## config.mk

```make
export PLATFORM = sky130hd
export DESIGN_NAME = draw_cmd_scheduler
export DESIGN_NICKNAME = d
export VERILOG_FILES = /design/src/rtl/draw_cmd_scheduler.sv
export SDC_FILE = /design/constraint.sdc
export NUM_CORES = 1
export LEC_CHECK = 0
export BUFFER_PORTS_ARGS = -buffer_cell sky130_fd_sc_hd__buf_2
export CORE_UTILIZATION = 45
export CTS_CLUSTER_SIZE = 30
export DETAILED_ROUTE_END_ITERATION = 16
export GPL_TIMING_DRIVEN = 0
export HOLD_SLACK_MARGIN = 0.05
export PLACE_DENSITY_LB_ADDON = 0.3
export SETUP_SLACK_MARGIN = 0.5
export SYNTH_ARGS = -nofsm -noshare
export SYNTH_HDL_FRONTEND = slang
export SYNTH_SLANG_ARGS = --single-unit
```

## constraint.sdc

```tcl
create_clock -name clk -period 7.6 [get_ports clk]
set_input_delay 0 -clock clk [delete_from_list [all_inputs] [get_ports clk]]
set_output_delay 0 -clock clk [all_outputs]
set_load 0.03 [all_outputs]
```

## src/rtl/draw_cmd_scheduler.sv

```systemverilog
// draw_cmd_scheduler: pops draw commands from the FIFO and runs each on its matching engine, one at a time
// Ports: clk, rst (async, active-high); enb gates new starts; ff_empty/ff_rden/ff_rdat/ff_rvld FIFO read side
//   (data returns one cycle after ff_rden); eng_dat/eng_vld start one engine and eng_done reports completion;
//   busy, err_opcode, err_timeout and cmd_cnt report status. Every output is a flop.
module draw_cmd_scheduler #(
  parameter int DATA_WIDTH = 32,
  parameter int OP_WIDTH = 4,
  parameter int NUM_ENG = 3,
  parameter logic [OP_WIDTH-1:0] OP_ENG0 = 4'h0,
  parameter logic [OP_WIDTH-1:0] OP_ENG1 = 4'h1,
  parameter logic [OP_WIDTH-1:0] OP_ENG2 = 4'h9,
  parameter int TIMEOUT_WIDTH = 20,
  parameter logic [TIMEOUT_WIDTH-1:0] TIMEOUT_MAX = 20'd999999
) (
  input  logic                  clk,
  input  logic                  rst,
  input  logic                  enb,
  input  logic                  ff_empty,
  output logic                  ff_rden,
  input  logic [DATA_WIDTH-1:0] ff_rdat,
  input  logic                  ff_rvld,
  output logic [DATA_WIDTH-1:0] eng_dat,
  output logic [NUM_ENG-1:0]    eng_vld,
  input  logic [NUM_ENG-1:0]    eng_done,
  output logic                  busy,
  output logic                  err_opcode,
  output logic                  err_timeout,
  output logic [15:0]           cmd_cnt
);
  localparam int SW = (NUM_ENG > 1) ? $clog2(NUM_ENG) : 1;
  localparam logic [OP_WIDTH-1:0] OPS [3] = '{OP_ENG0, OP_ENG1, OP_ENG2};
  typedef enum logic [2:0] {IDLE, POP, WAIT_RD, ISSUE, WAIT_DONE} state_t;
  state_t r_state, w_state;
  logic [TIMEOUT_WIDTH-1:0] r_wd, w_wd;
  logic [SW-1:0] r_sel, w_sel, w_dsel;
  logic [DATA_WIDTH-1:0] r_dat, w_dat;
  logic [15:0] r_cnt, w_cnt;
  logic [NUM_ENG-1:0] r_vld;
  logic [OP_WIDTH-1:0] w_op;
  logic r_rden, r_busy, r_eo, r_et, w_eo, w_et, w_hit;
  assign w_op = ff_rdat[DATA_WIDTH-1 -: OP_WIDTH];
  // descending scan so the lowest matching engine index wins on duplicate opcodes
  always_comb begin
    w_hit = 1'b0;
    w_dsel = '0;
    for (int k = 2; k >= 0; k--)
      if (k < NUM_ENG && w_op == OPS[k]) begin
        w_hit = 1'b1;
        w_dsel = SW'(k);
      end
  end
  always_comb begin
    w_state = r_state;
    w_wd = r_wd;
    w_sel = r_sel;
    w_dat = r_dat;
    w_cnt = r_cnt;
    w_eo = 1'b0;
    case (r_state)
      IDLE: w_state = (enb && !ff_empty) ? POP : IDLE;
      POP: begin
        w_state = WAIT_RD;
        w_wd = '0;
      end
      WAIT_RD:
        if (r_wd == TIMEOUT_MAX) w_state = IDLE;
        else if (ff_rvld) begin
          w_dat = ff_rdat;
          w_sel = w_dsel;
          w_state = w_hit ? ISSUE : IDLE;
          w_eo = !w_hit;
        end else w_wd = r_wd + 1'b1;
      ISSUE: begin
        w_state = WAIT_DONE;
        w_wd = '0;
      end
      WAIT_DONE:
        if (r_wd == TIMEOUT_MAX) w_state = IDLE;
        else if (eng_done[r_sel]) begin
          w_cnt = r_cnt + 16'd1;
          w_state = IDLE;
        end else w_wd = r_wd + 1'b1;
      default: w_state = IDLE;
    endcase
    // the error pulse coincides with the watchdog reaching the limit; the abort to IDLE follows one cycle later
    w_et = (w_state == WAIT_RD || w_state == WAIT_DONE) && w_wd == TIMEOUT_MAX;
  end
  always_ff @(posedge clk or posedge rst)
    if (rst) begin
      r_state <= IDLE;
      r_wd <= '0;
      r_sel <= '0;
      r_dat <= '0;
      r_cnt <= '0;
      r_vld <= '0;
      r_rden <= 1'b0;
      r_busy <= 1'b0;
      r_eo <= 1'b0;
      r_et <= 1'b0;
    end else begin
      r_state <= w_state;
      r_wd <= w_wd;
      r_sel <= w_sel;
      r_dat <= w_dat;
      r_cnt <= w_cnt;
      r_vld <= (w_state == ISSUE) ? NUM_ENG'(1'b1) << w_sel : '0;
      r_rden <= w_state == POP;
      r_busy <= w_state != IDLE;
      r_eo <= w_eo;
      r_et <= w_et;
    end
  assign ff_rden = r_rden;
  assign eng_dat = r_dat;
  assign eng_vld = r_vld;
  assign busy = r_busy;
  assign err_opcode = r_eo;
  assign err_timeout = r_et;
  assign cmd_cnt = r_cnt;
endmodule
```

==> results.json, run 1 <==
{
  "status": "finished clean",
  "antenna_found_initial": 0,
  "relSlewSlack_pct": 47.6,
  "grt_overflow_total": 0,
  "r2r_slack_ns": 4.67,
  "synth_area_leaders": "dfrtp_1, mux2_2, xnor2_1",
  "cp.arrival_ns": 3.19,
  "worst-r2r-cell-count": 7,
  "clk_root_buffer_cell": "clkbuf_8",
  "synth_top_area_share_pct": 52.6,
  "final_cells": 581,
  "grt_pass1_vias": 3185,
  "synth.largest_area_cell": "dfrtp_1",
  "cp.required_ns": 7.86,
  "layout.nets": 514,
  "syn_area_um2": 3810,
  "post_cts_buffers": 0,
  "cts_tree": "done",
  "start_kind": "flop",
  "synth_top_flop_cell": "dfrtp_1",
  "crit_type": "reg2reg",
  "grt.total_usage_pct": 22.2,
  "cts_buffers": 9,
  "cts_max_path_buffers": 2,
  "synth_compound_area_share_pct": 11.8,
  "dp_hpwl_um": 6350,
  "peakVddDrop_uv": 255,
  "die_width_um": 94,
  "syn_nets": 372,
  "synthMuxAreaShare_pct": 9.72,
  "clk_latency_ns": 0.36,
  "vias": 3212,
  "io_buffer_count": 94,
  "synthSimpleGateAreaFrac_pct": 19.3,
  "reg2reg_from": "r_state[1]",
  "ys_async_sr_fraction_pct": 100,
  "synth.distinct_cells": 68,
  "cts_sinks": 80,
  "power_density_nw_per_um2": 320,
  "synth_top_family_by_area": "simple AND/OR/NAND/NOR gates",
  "yosys_warnings": 0,
  "dpl.cell_count": 530,
  "slew_viol_final": 0,
  "whs_path_depth": 4,
  "hold_path.class": "in2reg",
  "fin_crit_sh_pct": 38.6,
  "finalHoldViolations": 0,
  "internal_power_uw": 956,
  "synth-xor-area-share_pct": 3.91,
  "power_switching_share_pct": 40.4,
  "fmax_ghz": 0.341,
  "synthAdderAreaFrac_pct": 0.657,
  "dieArea_um2": 8840,
  "holdWs_ns": 0.0881,
  "io_pins": 95,
  "switchingPower_uw": 647,
  "pwr-share-clk_pct": 21.8,
  "rsz0062_at_grt": "no",
  "tns_ns": 0,
  "grt_pass1_wl_um": 15100,
  "area_growth_pct": 31.7,
  "drc_errors": 0,
  "tightest_slew_ns": 0.779,
  "p_comb_share_pct": 40.2,
  "rows": 33,
  "grt_max_degree": 54,
  "viasPerCell": 5.53,
  "regToRegEndpoint": "err_timeout",
  "synth_seq_cells": 80,
  "clk_pin_slew_worst_paths_ns": 0.08,
  "core_um2": 8220,
  "antennaDiodeCount": 0,
  "cts_max_level": 3,
  "hold_start": "ff_rvld",
  "syn_inst": 330,
  "drtIter0Drc": 129,
  "synth_edf_count": 0,
  "ys_seq_area_share_pct": 52.6,
  "drt_wl_total_um": 9160,
  "synth.avg_cell_area_um2": 11.5,
  "setup_viol": 0,
  "drive_gt1_share_pct": 34.2,
  "ant_nets": 0,
  "finClkSkew_ns": 0.0180,
  "fin_crit_ns": 2.93,
  "die_y_um": 94,
  "worstHoldEndpoint": "r_state[1]",
  "path_max_fanout": 9,
  "power.leakage_uw": 0.00240,
  "endpoint_kind": "flop",
  "seqPwrFrac_pct": 38.1,
  "cap_violations": 0,
  "cts_resized": 0,
  "place_congestion": 0.904,
  "post_drt_wl_per_cell_um": 15.8,
  "initial_utilization_pct": 46.4,
  "first_pass_iters": 5
}
==> worst max-delay path, cell delays in order (launching register included) <==
cell	delay (ns)
dfrtp_1	0.42
nor2_1	0.40
o2111ai_1	0.38
a22oi_2	0.51
and3_2	0.26
a211o_2	0.12
or4b_1	0.49
nor4_2	0.24
==> power by group through the flow <==
| stage | combinational, uW | sequential, uW | clock (uW) |
|---|---|---|---|
| after floorplan | 243 | 809 | 0 |
| after global placement | 610 | 608 | 0 |
| after detailed placement | 624 | 614 | 0 |
| after CTS | 641 | 607 | 355 |
| after global routing | 687 | 628 | 371 |
| final | 644 | 610 | 349 |
==> synthesized netlist by cell type, types with 4 or more instances <==
library cell / n
dfrtp_1: 80
mux2_2: 32
nand2_1: 24
nand3_1: 18
nor2_1: 14
xnor2_1: 11
a21oi_1: 8
nand4_1: 8
and3_1: 7
inv_1: 7
nor3_1: 7
o21ai_0: 7
a31oi_1: 6
clkbuf_1: 6
nand2b_1: 6
xor2_1: 6
and4_1: 5
nor4_1: 5
o2111ai_1: 4
==> stage by stage <==
step	total power, uW	util (%)	instance area [um2]	setup slack (ns)
2_1_floorplan	1050	-	3810	5.16
3_3_place_gp	1220	53.7	4410	4.66
3_5_place_dp	1240	54.0	4440	4.78
4_1_cts	1600	61.1	5020	4.78
5_1_grt	1690	61.1	5020	4.51
6_report	1600	61.1	5020	4.67
==> cells in the final DEF, fill, tap and decap left out, drive strengths merged, types with 2 or more instances in the layout <==
cell type,synthesis,routed
o311ai,3,3
a211o,3,3
nand4b,2,2
dfrtp,80,80
nand4,9,9
or3,3,3
and3,8,8
nand2,24,24
mux2,32,32
o21bai,2,2
nand3,19,19
and2,3,3
nor2,15,15
bufinv,0,2
clkbuf,6,15
inv,7,9
o21ai,7,7
o22a,2,2
or4,2,2
nor3,7,7
nor4,7,7
o22ai,2,2
o21a,2,2
nor2b,2,2
o2111ai,4,4
a21o,3,3
and4,6,6
a31oi,6,6
clkinvlp,0,2
ha,2,2
a211oi,3,3
xor2,6,6
dlygate4sd3,0,36
a22o,3,3
xnor2,11,11
a21oi,9,9
buf,5,100
nand2b,6,6
nor3b,2,2
==> state kept, by name, summed over array words and instances, names as in the netlist <==
register,cells
eng_vld,3
r_sel,2
err_timeout,1
ff_rden,1
r_wd,20
err_opcode,1
r_state,3
cmd_cnt,16
eng_dat,32
busy,1
==> what timing repair did <==
| action | in CTS | in global routing |
|---|---|---|
| hold buffers | 36 | 0 |
| endpoints found under the setup margin | 0 | 0 |
| hold endpoints to repair | 118 | 0 |
==> metal layers <==
layer | part of all wire [%] | vias to the layer above | wire length [um] | track usage (%)
li1 | - | 1513 | - | -
met1 | 44 | 1552 | 4040 | 29.2
met2 | 48 | 120 | 4420 | 35.3
met3 | 5.1 | 27 | 466 | 4.13
met4 | 2.5 | 0 | 228 | 10.8
met5 | 0 | - | 0 | 0
==> worst max-delay path by stage <==
stage / start / end / cells past startpoint
3_3_place_gp: rst / r_wd[15] / 2
3_5_place_dp: r_state[1] / err_timeout / 7
6_report: r_state[1] / err_timeout / 7
4_1_cts: r_state[1] / err_timeout / 7
2_1_floorplan: r_wd[0] / err_timeout / 8
5_1_grt: r_wd[13] / err_timeout / 8
==> logic make-up after synthesis <==
kind of cell,count (synthesis)
adder cells (fa/ha/maj),2
multiplexers,33
AO/OA/AOI/OAI,59
XOR/XNOR,17
flip-flops,80
buffers and inverters,18
AND/OR/NAND/NOR,121
==> area by class of cell <==
| class | count | area [um2] |
|---|---|---|
| Fill cell | 672 | 3200 |
| Timing Repair Buffer | 131 | 858 |
| Sequential cell | 80 | 2000 |
| Clock buffer | 9 | 124 |
| Inverter | 7 | 28.8 |
| Buffer | 11 | 51.3 |
| Tap cell | 105 | 131 |
| Multi-Input combinational cell | 232 | 1730 |
| Clock inverter | 6 | 92.6 |
Power figures use the tool's default switching activity.
==> run 2: changes to the inputs <==
Settings changed: ABC_AREA set to 1.
Clock period 7.6 ns to 3 ns, I/O delays scaled along.
==> run 2 against run 1 <==
Die area rose by 24%. Wire length rose by 46%. Flip-flop and latch count is the same. Synthesized cell count rose by 97%. Sequential share of layout area decreased by 6.9 points. Clock skew is 0.0066 ns lower. Clock-buffer cell count up 1. First-iteration DRC count rose by 150%. Worst setup slack got worse by 4.0 ns. Worst hold slack better by 0.051 ns. Via count up 52%. Critical endpoint is now eng_vld[1].
==> results.json, run 2 <==
{
  "status": "finished clean",
  "cts_buffers": 9,
  "syn_inst": 651,
  "slew_viol_final": 0,
  "cp.required_ns": 3.31,
  "start_kind": "flop",
  "power_density_nw_per_um2": 928,
  "grt_max_degree": 65,
  "finClkSkew_ns": 0.0114,
  "relSlewSlack_pct": 58.2,
  "cp.arrival_ns": 2.62,
  "seq_area_um2": 2000,
  "top_usage_layer": "met2",
  "grt_pass1_wl_um": 21900,
  "first_pass_iters": 7,
  "setup_viol": 0,
  "fin_crit_ns": 2.31,
  "clk_root_buffer_cell": "clkbuf_8",
  "fmax_ghz": 0.433,
  "use_met1_pct": 31.0,
  "rows": 37,
  "syn_area_um2": 4760,
  "grt.total_usage_pct": 25.0,
  "layout_commonest_cell": "nand2_1",
  "post_drt_wl_per_cell_um": 14.2,
  "fin_ws_ns": 0.689,
  "cap_violations": 0,
  "worst-r2r-cell-count": 10,
  "clk_latency_ns": 0.36,
  "dp_slack_ns": 0.579,
  "place_congestion": 0.950,
  "multi_input_area_um2": 2380,
  "antenna_found_initial": 0,
  "cts_max_level": 3,
  "die_y_um": 105,
  "synth_top_flop_cell": "dfrtp_1",
  "synth_commonest_cells": "nand2_1, dfrtp_1, nand3_1",
  "tightest_slew_ns": 0.626,
  "synth.distinct_cells": 40,
  "layout_common_cells": "nand2_1, buf_2, dfrtp_1",
  "antennaDiodeCount": 0,
  "ys_seq_area_share_pct": 42.1,
  "total_power_uw": 5630,
  "yosys_warnings": 0,
  "rsz0062_at_grt": "no",
  "peakVddDrop_uv": 626,
  "regToRegEndpoint": "eng_vld[1]",
  "die_width_um": 105,
  "gr-usage-met2_pct": 41.8,
  "area_growth_pct": 27.5,
  "path_max_fanout": 7,
  "clk_pin_slew_worst_paths_ns": 0.09,
  "final_util_pct": 59.0,
  "synth_seq_cells": 80,
  "vias": 4878,
  "synth_area_leaders": "dfrtp_1, nand2_1, nand3_1",
  "drc_errors": 0,
  "core_um2": 10300,
  "grt_overflow_total": 0,
  "use_met3_pct": 4.68,
  "ant_nets": 0,
  "synth.largest_area_cell": "dfrtp_1",
  "dp_hpwl_um": 9060,
  "hold_path.class": "in2async",
  "crit_type": "reg2reg",
  "initial_utilization_pct": 46.3,
  "grt_pass1_vias": 4773,
  "ys_async_sr_fraction_pct": 100,
  "io_pins": 95,
  "power.leakage_uw": 0.00328,
  "dieArea_um2": 11000,
  "synth_edf_count": 0,
  "drtIter0Drc": 320,
  "cts_tree": "done",
  "io_buffer_count": 94,
  "finalHoldViolations": 0,
  "synth_most_common_cell": "nand2_1",
  "drive_gt1_share_pct": 24.5,
  "synth_top_area_share_pct": 42.1,
  "reg2reg_from": "r_wd[0]",
  "drt_wl_total_um": 13400,
  "syn_nets": 693,
  "fin_crit_sh_pct": 77.0,
  "cts_sinks": 80,
  "endpoint_kind": "flop",
  "holdWs_ns": 0.139,
  "fill_cells": 918,
  "layout.nets": 842,
  "cts_max_path_buffers": 2,
  "largest_reg_flops": 32,
  "synth.avg_cell_area_um2": 7.31,
  "viasPerCell": 5.18,
  "r2r_slack_ns": 0.69
}
-- run 2: changes by cell type after synthesis, sizes merged, moves of 7 or more --
cell   before  now
and3        8    1
nor2       15   63
nand2      24  274
buf         5   19
mux2       32    0
xor2        6   13
inv         7   63
nand3      19   66
-- run 2: routing by layer --
layer  vias up  part of all wire (%)
met1      2285                    41
met3        35                   8.0
li1       2337                     -
met2       221                    48
met4         0                   2.4
met5         -                     0
-- run 2: stage by stage --
step | cell area, um2 | TNS (ns) | instances
6_report | 6060 | 0 | 941
3_5_place_dp | 5430 | 0 | 882
3_3_place_gp | 5400 | -0.923 | 881
4_1_cts | 6020 | 0 | 936
5_1_grt | 6060 | 0 | 941
2_1_floorplan | 4760 | 0 | 651
-- run 2: worst max path at each step --
stage,from,endpoint,depth (start not counted),slack [ns]
after floorplan,rst,busy,1,0.95
after global placement,rst,r_wd[5],2,-0.02
after detailed placement,r_wd[0],err_timeout,14,0.58
after CTS,r_wd[0],err_timeout,14,0.55
after global routing,r_wd[0],eng_vld[1],10,0.53
final,r_wd[0],eng_vld[1],10,0.69
-- run 2: critical path: stages (launching register included) --
cell	delay [ns]
dfrtp_2	0.44
ha_1	0.21
buf_4	0.16
nand2_2	0.11
nor3_4	0.05
nand3_4	0.14
clkinv_2	0.10
nor3_4	0.29
nand2_2	0.10
nor2_1	0.11
dlygate4sd3_1	0.55
-- run 2: final cells by class --
type | instances | area share [%]
Multi-Input combinational cell | 486 | 39.3
Sequential cell | 80 | 33.0
Timing Repair Buffer | 138 | 15.1
Inverter | 65 | 4.17
Tap cell | 136 | 2.81
Clock buffer | 10 | 2.27
Buffer | 20 | 2.15
Clock inverter | 6 | 1.22
-- run 2: cells by family after synthesis --
group	after synthesis	share of synthesized area, %
XOR/XNOR	22	4.05
AND/OR/NAND/NOR	430	41.2
adder cells (fa/ha/maj)	2	0.526
AO/OA/AOI/OAI	32	4.13
flip-flops	80	42.1
buffers and inverters	85	8.00
-- run 2: report_power, final --
group,internal [uW],switching (uW)
Combinational,940,2090
Sequential,1440,301
Clock,419,433
Total,2800,2830
-- run 2: what timing repair did --
action / in CTS / in global routing
endpoints found under the hold margin: 120 / 0
setup buffers: 0 / 5
hold buffers: 38 / 0
endpoints found under the setup margin: 0 / 2
resized for setup: 0 / 4
